===== src/rtl/alu_ctrl_pkg.sv =====
// Shared definitions for the ALU operation sequencer: op codes, FSM state
// encoding, datapath widths, request payload and result packing helpers.
package alu_ctrl_pkg;

    localparam int unsigned DATA_W = 16;
    localparam int unsigned RES_W  = 32;
    localparam int unsigned OP_W   = 3;

    localparam logic [OP_W-1:0] OP_ADD   = 3'b000;
    localparam logic [OP_W-1:0] OP_SUB   = 3'b001;
    localparam logic [OP_W-1:0] OP_MUL   = 3'b010;
    localparam logic [OP_W-1:0] OP_SHIFT = 3'b011;
    localparam logic [OP_W-1:0] OP_DIV   = 3'b100;

    typedef enum logic [1:0] {
        ST_IDLE = 2'd0,
        ST_EXEC = 2'd1,
        ST_RESP = 2'd2
    } state_t;

    // One requester's payload after the grant mux.
    typedef struct packed {
        logic [OP_W-1:0]   op;
        logic [DATA_W-1:0] a;
        logic [DATA_W-1:0] b;
    } alu_req_t;

    // Codes above DIV have no datapath behind them.
    function automatic logic op_is_legal(input logic [OP_W-1:0] op);
        return op <= OP_DIV;
    endfunction

    // MUL and DIV are the multicycle paths through the ALU.
    function automatic logic op_is_slow(input logic [OP_W-1:0] op);
        return (op == OP_MUL) || (op == OP_DIV);
    endfunction

    // Build rsp_data from the ALU result buses for the given op.
    function automatic logic [RES_W-1:0] pack_result(
        input logic [OP_W-1:0]   op,
        input logic [DATA_W-1:0] y1,
        input logic [RES_W-1:0]  y2,
        input logic [DATA_W-1:0] y3
    );
        logic [RES_W-1:0] r;
        r = '0;
        case (op)
            OP_ADD, OP_SUB:   r = {{(RES_W-DATA_W){1'b0}}, y1};
            OP_MUL:           r = y2;
            OP_SHIFT, OP_DIV: r = {y3, y1};
            default:          r = '0;
        endcase
        return r;
    endfunction

    // Carry for ADD, overflow for SUB, nothing for the rest.
    function automatic logic pack_flag(
        input logic [OP_W-1:0] op,
        input logic            cout,
        input logic            m
    );
        logic f;
        f = 1'b0;
        case (op)
            OP_ADD:  f = cout;
            OP_SUB:  f = m;
            default: f = 1'b0;
        endcase
        return f;
    endfunction

endpackage


===== src/rtl/rr_arb2.sv =====
// Two-way round-robin grant, purely combinational. The requester named by
// ptr wins when valid, otherwise the other one wins when valid.
// Ports:
//   req_valid  per-requester valid
//   ptr        current priority holder
//   gnt_valid  some requester is granted
//   gnt_id     index of the granted requester
//   gnt        one-hot grant (never both bits)
module rr_arb2 (
    input  logic [1:0] req_valid,
    input  logic       ptr,
    output logic       gnt_valid,
    output logic       gnt_id,
    output logic [1:0] gnt
);

    always_comb begin
        gnt_valid = 1'b0;
        gnt_id    = ptr;
        gnt       = 2'b00;
        if (req_valid[ptr]) begin
            gnt_valid = 1'b1;
            gnt_id    = ptr;
        end else if (req_valid[~ptr]) begin
            gnt_valid = 1'b1;
            gnt_id    = ~ptr;
        end
        if (gnt_valid) begin
            gnt[gnt_id] = 1'b1;
        end
    end

endmodule


===== src/rtl/alu_op_sequencer.sv =====
// Shares one combinational ALU between two valid/ready requesters. Grants
// round-robin, holds the ALU select/operands for the op's latency, captures
// and packs the result, then returns it with requester id and status flags.
// Ports:
//   clk, rst                       clock, async active-high reset
//   req_valid/req_ready            per-requester handshake (bit n = requester n)
//   req_op/req_a/req_b             {req1,req0} op code and operands
//   alu_sel/alu_opa/alu_opb        ALU select and operand buses
//   alu_cin/alu_sub                adder carry-in (0), subtract select
//   alu_y1/alu_y2/alu_y3           ALU result buses
//   alu_cout/alu_m                 adder carry-out, subtractor overflow
//   rsp_valid/rsp_ready            response handshake
//   rsp_id/rsp_data/rsp_flag/rsp_err  response payload
//   busy                           transaction in flight
module alu_op_sequencer
    import alu_ctrl_pkg::*;
#(
    parameter int unsigned LAT_FAST = 1,
    parameter int unsigned LAT_SLOW = 2
) (
    input  logic                clk,
    input  logic                rst,
    input  logic [1:0]          req_valid,
    output logic [1:0]          req_ready,
    input  logic [2*OP_W-1:0]   req_op,
    input  logic [2*DATA_W-1:0] req_a,
    input  logic [2*DATA_W-1:0] req_b,
    output logic [OP_W-1:0]     alu_sel,
    output logic [DATA_W-1:0]   alu_opa,
    output logic [DATA_W-1:0]   alu_opb,
    output logic                alu_cin,
    output logic                alu_sub,
    input  logic [DATA_W-1:0]   alu_y1,
    input  logic [RES_W-1:0]    alu_y2,
    input  logic [DATA_W-1:0]   alu_y3,
    input  logic                alu_cout,
    input  logic                alu_m,
    output logic                rsp_valid,
    input  logic                rsp_ready,
    output logic                rsp_id,
    output logic [RES_W-1:0]    rsp_data,
    output logic                rsp_flag,
    output logic                rsp_err,
    output logic                busy
);

    localparam int unsigned LAT_MAX = (LAT_FAST > LAT_SLOW) ? LAT_FAST : LAT_SLOW;
    localparam int unsigned CNT_W   = $clog2(LAT_MAX + 1);

    state_t           state;
    logic             ptr;
    logic [CNT_W-1:0] cnt;

    logic             gnt_valid;
    logic             gnt_id;
    logic [1:0]       gnt;
    alu_req_t         sel_req;
    logic             acc_err;

    rr_arb2 u_arb (
        .req_valid (req_valid),
        .ptr       (ptr),
        .gnt_valid (gnt_valid),
        .gnt_id    (gnt_id),
        .gnt       (gnt)
    );

    // Ready is only offered while idle, to the granted requester.
    assign req_ready = (state == ST_IDLE) ? gnt : 2'b00;
    assign alu_cin   = 1'b0;

    // Payload of the granted requester.
    always_comb begin
        sel_req.op = gnt_id ? req_op[2*OP_W-1:OP_W]     : req_op[OP_W-1:0];
        sel_req.a  = gnt_id ? req_a[2*DATA_W-1:DATA_W]  : req_a[DATA_W-1:0];
        sel_req.b  = gnt_id ? req_b[2*DATA_W-1:DATA_W]  : req_b[DATA_W-1:0];
    end

    // Requests answered with an error without touching the ALU.
    assign acc_err = !op_is_legal(sel_req.op) ||
                     ((sel_req.op == OP_DIV) && (sel_req.b == '0));

    // Sequencer FSM with all datapath and response registers.
    always_ff @(posedge clk or posedge rst) begin
        if (rst) begin
            state     <= ST_IDLE;
            ptr       <= 1'b0;
            cnt       <= '0;
            alu_sel   <= '0;
            alu_opa   <= '0;
            alu_opb   <= '0;
            alu_sub   <= 1'b0;
            rsp_valid <= 1'b0;
            rsp_id    <= 1'b0;
            rsp_data  <= '0;
            rsp_flag  <= 1'b0;
            rsp_err   <= 1'b0;
            busy      <= 1'b0;
        end else begin
            case (state)
                ST_IDLE: begin
                    if (gnt_valid) begin
                        busy   <= 1'b1;
                        rsp_id <= gnt_id;
                        if (acc_err) begin
                            state     <= ST_RESP;
                            rsp_valid <= 1'b1;
                            rsp_err   <= 1'b1;
                            rsp_data  <= '0;
                            rsp_flag  <= 1'b0;
                        end else begin
                            state   <= ST_EXEC;
                            cnt     <= op_is_slow(sel_req.op) ? CNT_W'(LAT_SLOW)
                                                              : CNT_W'(LAT_FAST);
                            alu_sel <= sel_req.op;
                            alu_opa <= sel_req.a;
                            alu_opb <= sel_req.b;
                            alu_sub <= (sel_req.op == OP_SUB);
                            rsp_err <= 1'b0;
                        end
                    end
                end
                ST_EXEC: begin
                    // Last hold cycle: ALU outputs have settled, capture them.
                    if (cnt == CNT_W'(1)) begin
                        state     <= ST_RESP;
                        rsp_valid <= 1'b1;
                        rsp_data  <= pack_result(alu_sel, alu_y1, alu_y2, alu_y3);
                        rsp_flag  <= pack_flag(alu_sel, alu_cout, alu_m);
                    end else begin
                        cnt <= cnt - CNT_W'(1);
                    end
                end
                ST_RESP: begin
                    if (rsp_ready) begin
                        state     <= ST_IDLE;
                        busy      <= 1'b0;
                        ptr       <= ~rsp_id;
                        rsp_valid <= 1'b0;
                        rsp_id    <= 1'b0;
                        rsp_data  <= '0;
                        rsp_flag  <= 1'b0;
                        rsp_err   <= 1'b0;
                        alu_sel   <= '0;
                        alu_opa   <= '0;
                        alu_opb   <= '0;
                        alu_sub   <= 1'b0;
                    end
                end
                default: begin
                    state <= ST_IDLE;
                end
            endcase
        end
    end

endmodule


===== config.mk =====
export PLATFORM = sky130hd
export DESIGN_NAME = alu_op_sequencer
export DESIGN_NICKNAME = d
export VERILOG_FILES = /design/src/rtl/alu_ctrl_pkg.sv /design/src/rtl/rr_arb2.sv /design/src/rtl/alu_op_sequencer.sv
export SDC_FILE = /design/constraint.sdc
export NUM_CORES = 1
export LEC_CHECK = 0
export CAP_MARGIN = 20
export CORE_AREA = 2 2 105 107
export CTS_BUF_LIST = sky130_fd_sc_hd__clkbuf_4 sky130_fd_sc_hd__clkbuf_8
export DETAILED_ROUTE_END_ITERATION = 8
export DIE_AREA = 0 0 107 109
export HOLD_SLACK_MARGIN = 0.1
export PLACE_DENSITY = 0.81
export SYNTH_ARGS = -nofsm -noshare
export SYNTH_HDL_FRONTEND = slang
export SYNTH_SLANG_ARGS = --single-unit
export TNS_END_PERCENT = 1

===== constraint.sdc =====
create_clock -name clk -period 3.2 [get_ports clk]
set_input_delay 0.32 -clock clk [delete_from_list [all_inputs] [get_ports clk]]
set_output_delay 0.32 -clock clk [all_outputs]
set_load 0.01 [all_outputs]

Word level (Yosys, flattened, before mapping)
Index checks and enable logic that the tools add are counted.
{"block": "totals", "reg_bits": 78, "inputBits": 141, "out_inout_bits": 76, "word_cells": 118}
{"block": "classes", "add_sub_neg": 1, "magnitude_cmp": 5, "eq_ne": 16, "n_mux": 62, "n_bitwise": 2, "reduce_logical": 19}
{"cell": "one-hot mux 32 bit (3 select lines)", "count": 2}
{"cell": "two-way mux 32 bit", "count": 4}
{"cell": "two-way mux 16 bit", "count": 7}
{"cell": "one-hot mux 16 bit (2 select lines)", "count": 2}
{"cell": "two-way mux 1 bit", "count": 22}
{"cell": "two-way mux 2 bit", "count": 10}
{"cell": "zero test 16 bit", "count": 1}
{"cell": "two-way mux 3 bit", "count": 4}
{"cell": "!= test 2 bit (second input constant)", "count": 6}
{"cell": "one-hot mux 1 bit (2 select lines)", "count": 5}
{"cell": "== test 3 x 2 -> 1 bit (second input constant)", "count": 3}
{"cell": "AND reduction 4 bit", "count": 2}
{"cell": "== test 3 x 1 -> 1 bit (second input constant)", "count": 2}
{"cell": "== test 3 bit (second input constant)", "count": 2}
{"cell": "less-than comparator 1 x 2 -> 1 bit (second input constant)", "count": 3}
{"cell": "one-hot mux 1 bit (3 select lines)", "count": 2}
{"cell": "one-hot mux 2 bit (3 select lines)", "count": 1}
{"cell": "one-hot mux 3 bit (2 select lines)", "count": 1}
{"cell": "AND reduction 3 bit", "count": 2}
{"cell": "AND reduction 5 bit", "count": 1}
{"cell": "== test 2 x 1 -> 1 bit (second input constant)", "count": 2}
{"cell": "one-hot mux 2 bit (2 select lines)", "count": 1}
{"cell": "nonzero test 2 bit", "count": 2}
{"cell": "OR reduction 2 bit", "count": 2}
{"cell": "other kinds (13)", "count": 16}

Logic depth before layout (Yosys ltp)
{"block": "depth", "ltp_word": 12, "mapped_depth": 10, "depth_no_buf": 7}

By module
Synthesis repeated with hierarchy kept, for this count alone.
{"block": "hier_totals", "hier_cells": 367, "area_unflattened_um2": 4165.2}
{"mod": "alu_op_sequencer", "n_inst": 1, "cells_per_inst": 362, "area_per_inst_um2": 4131.5, "seq_area_each_um2": 1951.9}
{"mod": "rr_arb2", "n_inst": 1, "cells_per_inst": 5, "area_per_inst_um2": 33.8, "seq_area_each_um2": 0.0}

Worst setup path before layout
OpenSTA, ideal clock, no wires.
{"block": "synth_timing", "kind": "register to register", "startpoint": "register ptr", "endpoint": "register rsp_data[10]", "setup_ns": 0.120, "arrival_time_ns": 2.289, "required_time_ns": 3.080, "slack_ns": 0.791, "stages_incl_launch_ff": 10, "period_less_slack_ns": 2.409, "path_cell_list": "dfrtp_1 -> clkbuf_1 -> clkbuf_1 -> a211oi_1 -> o22ai_1 -> nor4_4 -> a31oi_4 -> a211o_4 -> buf_6 -> a31o_1"}
{"block": "synth_between", "elab_chain_len": 10}
{"element": "from (decl)", "line_no": "alu_op_sequencer.sv:51", "source": "logic ptr;"}
{"element": "from (signal assigned)", "line_no": "alu_op_sequencer.sv:138", "source": "ptr <= ~rsp_id;"}
{"element": "two-way mux 1 bit (implied by the code) (2 in a row)", "line_no": "rr_arb2.sv:24", "source": "end else if (req_valid[~ptr]) begin"}
{"element": "two-way mux 1 bit", "line_no": "rr_arb2.sv:24"}
{"element": "two-way mux 1 bit", "line_no": "rr_arb2.sv:21", "source": "if (req_valid[ptr]) begin"}
{"element": "two-way mux 3 bit / two-way mux 16 bit (equally long branches)", "line_no": "alu_op_sequencer.sv:74, alu_op_sequencer.sv:76"}
{"element": "<= comparator 3 bit (tied with other cells)", "line_no": "alu_ctrl_pkg.sv:30", "source": "return op <= OP_DIV;"}
{"element": "zero test 1 bit / logical AND 1 bit (equally long branches)", "line_no": "alu_op_sequencer.sv:80, alu_op_sequencer.sv:81"}
{"element": "logical OR 1 bit", "line_no": "alu_op_sequencer.sv:80", "source": "assign acc_err = !op_is_legal(sel_req.op) ||"}
{"element": "!= test 2 bit (no line)"}
{"element": "AND reduction 5 bit (no line) *"}
{"element": "to (signal assigned)", "line_no": "alu_op_sequencer.sv:128", "source": "rsp_data <= pack_result(alu_sel, alu_y1, alu_y2, alu_y3);"}
{"element": "to (decl)", "line_no": "alu_op_sequencer.sv:41", "source": "output logic [RES_W-1:0] rsp_data,"}
Every way passes the cells marked *; elsewhere a longest branch is shown, timed or not. The select of a mux whose other input is x is not followed.
A chain may end at the register's enable or synchronous reset.

Worst setup path after layout
{"block": "layout_timing", "startpoint": "register ptr", "endpoint": "register rsp_data[31]"}
The elaborated chain is that of the path after synthesis.

==> run_results.csv <==
group,metric,value,unit
clock_network,postCtsSetupRepairBufs,0,
synthesis,synth.distinct_cells,44,
clock_network,clock_latency_at_the_later_pin_of_the_worst_skew_pair,0.34,ns
pwr,p_total,5.17,mW
synthesis,syn-mean-instance-area,10.7,µm²
pwr,p_int,3.20,mW
synthesis,synth-edff-count,0,
synthesis,ys.warnings.count,0,
synthesis,net_count_after_synthesis,534,
route,met3_wirelength,1130,µm
clock_network,clock_tree.root_cell,"clkbuf_8",
pwr,p_seq_share,32.0,%
critical_path,required,3.44,ns
critical_path,cp-start-kind,"flip-flop",
critical_path,critical_path.cell_chain,"a21o_1 -> buf_12 -> mux2i_1 -> and4_1 -> a31oi_4 -> a211o_4 -> a31o_2",
grt,global_route.usage.total,22.2,%
run_status,status,"finished clean",
sta,relSlewSlack,36.0,%
clock_network,max-clock-path-buffers,2,
route,met2_length,6580,µm
min_path,worstHoldPathType,"flip-flop to flip-flop",
die,core,10600,µm²
sta,maxClockFrequency,352,MHz
min_path,timing.hold.worst.start,"alu_opa[2]$_DFFE_PP0P_",
sta,timing.setup.tns,0,ns
route,topRoutingLayerUsed,"met4",
critical_path,cp_data_arrival_time,3.08,ns
finish,post_route_cells_drive_above_1_share,8.64,%
route,drt.antenna.violating_nets,0,
synthesis,postSynth.asyncResetShare,100,%
pwr,combPwrFrac,53.3,%
route,drc,0,
route,detail_route.wirelength,13000,µm
synthesis,yosys.area.top_type_share,46.6,%
grt,first_global_vias,3956,
sta,final_setup_violations,0,
critical_path,timing.setup.critical_path_class,"flip-flop to flip-flop",
route,drt_iter0_markers,147,
die,floorplan.rows,38,
pwr,power.ir.vdd_worst,0.000342,V
placement,port-buffer-count,215,
route,detailroute.via_count,3971,
synthesis,seq_cells_post_synth,78,
sta,rsz0062_at_grt,"no",
pwr,sw_share,38.1,%
synthesis,synth-main-ff-cell,"dfrtp_1",
critical_path,setup.worst_path.start,"ptr$_DFFE_PP0P_",
die,design.portCount,217,
clock_network,cts.repair.resized,0,
run,maxcap_violations,0,
critical_path,crit_path_max_fanout,33,
finish,antennaDiodeCount,0,
synthesis,mappedNetlistArea,4190,µm²
die,fp.dieArea,11700,µm²
finish,ff_latch_area,1950,µm²
clock_network,tritoncts.num_buffers,9,
pwr,portion_of_total_power_attributed_to_the_clock_network,14.6,%
finish,final.fill_count,866,
synthesis,synth_commonest_cells,"dfrtp_1 (78), nor2_1 (41), a22oi_1 (32), o2bb2ai_1 (32), a31o_1 (30)",
grt,gr-total-overflow,0,
synthesis,yosysSeqAreaShare,46.6,%
placement,finalWeightedCongestion,0.869,
synthesis,synth.top_cells.by_area,"dfrtp_1 (47%), mux2i_1 (6.9%), o2bb2ai_1 (6.7%)",
die,die-height,109,µm
clock_network,clock_sink_count,78,
route,routed_via_count_divided_by_cell_count,5.35,
critical_path,worstReg2RegStart,"ptr$_DFFE_PP0P_",
synthesis,post-synth-top-count-cell,"dfrtp_1",
sta,slew_viol_final,0,
clock_network,path_clk_slew,0.08,ns
finish,layout-area-overhead-vs-synth,59.1,%
sta,timing_worst_slew_pin_value,0.960,ns
route,route.detailed.wl_per_inst,17.6,µm
pwr,p_switching,1.97,mW
die,chipWidth,107,µm
grt,global_route_wire_length_before_repair,20300,µm
placement,detailed_place_hpwl,9670,µm
synthesis,syn_inst,392,
pwr,pwr_density,777,nW/µm²
finish,area_of_combinational_cells_with_multiple_inputs,1990,µm²
finish,final_nets,739,
pwr,p_leak,2.81,nW
critical_path,max_stage_delay,0.69,ns
synthesis,yosys.area.top_type,"dfrtp_1",
clock_network,tritoncts_clock_tree,"built",
critical_path,timing.reg2reg.setup_slack,0.36,ns
grt,maximum_number_of_pins_on_one_net_before_global_route_repair,79,
route,route.layer.met1.wl,5190,µm
sta,layout_worst_path_cycle_share,88.9,%
sta,fin_worst_hold_slack,0.494,ns
route,drt_pre_antenna_iters,4,
sta,fin_worst_skew,0.00809,ns
sta,final_period_demand_of_the_worst_path,2.84,ns
clock_network,cts.hold.buffers_added,0,
sta,final_hold_violation_count,0,
grt,grt_antenna_before_repair,0,
critical_path,timing.critical_path.slowest_stage_cell,"dfrtp_1",
critical_path,timing.critical_path.to_type,"flip-flop",
clock_network,htree_num_levels,3,
die,initial_utilization,39.5,%
-- per-stage QoR --
step	instance area (µm²)	instances	worst slack, ns	utilization [%]
floorplan	4190	392	0.791	-
global placement	6450	725	0.101	60.8
detailed placement	6450	725	0.0690	60.8
CTS	6650	741	0.336	62.7
global route	6660	742	0.191	62.8
finish	6660	742	0.356	62.8
-- layout by cell type, fill, tap and decap left out, types with 3 or more instances in the layout --
| master | instances |
|---|---|
| clkbuf_8 | 10 |
| or2_2 | 9 |
| nor2b_1 | 11 |
| nor3_1 | 5 |
| mux2i_1 | 29 |
| a21o_1 | 5 |
| buf_12 | 3 |
| nand2_1 | 8 |
| a22o_1 | 9 |
| a21oi_1 | 4 |
| a211oi_1 | 7 |
| o21ai_0 | 5 |
| clkdlybuf4s50_1 | 215 |
| dfrtp_1 | 78 |
| a31o_2 | 3 |
| a22oi_1 | 32 |
| nor2_1 | 41 |
| o22ai_1 | 4 |
| inv_1 | 13 |
| nand2b_1 | 6 |
| o2bb2ai_1 | 32 |
| buf_4 | 10 |
| a31o_1 | 30 |
-- worst max-delay path: cells and delay by family, from the launching register on --
family                 cells  cell delay [ns]
AO/OA/AOI/OAI              4             1.13
buffers and inverters      1             0.23
flip-flops                 1             0.69
multiplexers               1             0.35
AND/OR/NAND/NOR            1             0.29
-- cell type report --
| type | count | area share [%] |
|---|---|---|
| Tap cell | 140 | 2.63 |
| Inverter | 14 | 0.808 |
| Sequential cell | 78 | 29.3 |
| Clock buffer | 11 | 2.18 |
| Clock inverter | 5 | 0.883 |
| Multi-Input combinational cell | 266 | 29.8 |
| Timing Repair Buffer | 228 | 34.4 |
-- power groups by stage --
stage | Clock (mW) | Sequential, mW | Combinational [mW]
6_report | 0.757 | 1.66 | 2.76
5_1_grt | 0.827 | 1.71 | 2.99
4_1_cts | 0.775 | 1.66 | 2.79
3_5_place_dp | 0 | 1.67 | 2.77
3_3_place_gp | 0 | 1.66 | 2.72
2_1_floorplan | 0 | 1.71 | 1.47
-- metal layers --
| metal | vias to the layer above | track usage, % |
|---|---|---|
| met3 | 13 | 6.40 |
| met5 | - | 0 |
| met1 | 1916 | 26.7 |
| li1 | 1883 | - |
| met4 | 0 | 6.40 |
| met2 | 159 | 38.9 |
-- final timing paths --
path / depth (start not counted) / to
min in group asynchronous: 3 / alu_opa[3]$_DFFE_PP0P_
worst min-delay path: 1 / alu_opa[2]$_DFFE_PP0P_
worst max register to register: 7 / rsp_data[31]$_DFFE_PP0P_
worst min register to register: 1 / alu_opa[2]$_DFFE_PP0P_
worst max-delay path: 7 / rsp_data[31]$_DFFE_PP0P_
max in group asynchronous: 3 / rsp_data[20]$_DFFE_PP0P_
-- kinds of logic after synthesis --
logic type / Yosys count / synth area share (%)
buffers and inverters: 48 / 6.13
adder cells (fa/ha/maj): 1 / 0.299
flip-flops: 78 / 46.6
AO/OA/AOI/OAI: 144 / 28.4
AND/OR/NAND/NOR: 88 / 10.5
XOR/XNOR: 1 / 0.209
other: 1 / 0.0896
multiplexers: 31 / 7.74
-- state kept, by name, summed over array words and instances (netlist names) --
| register | flops |
|---|---|
| rsp_flag | 1 |
| alu_sub | 1 |
| alu_opa | 16 |
| rsp_valid | 1 |
| rsp_err | 1 |
| alu_opb | 16 |
| cnt | 2 |
| ptr | 1 |
| rsp_id | 1 |
| rsp_data | 32 |
| alu_sel | 3 |
| busy | 1 |
| state | 2 |
No activity file was read; power rests on OpenSTA's default activity.
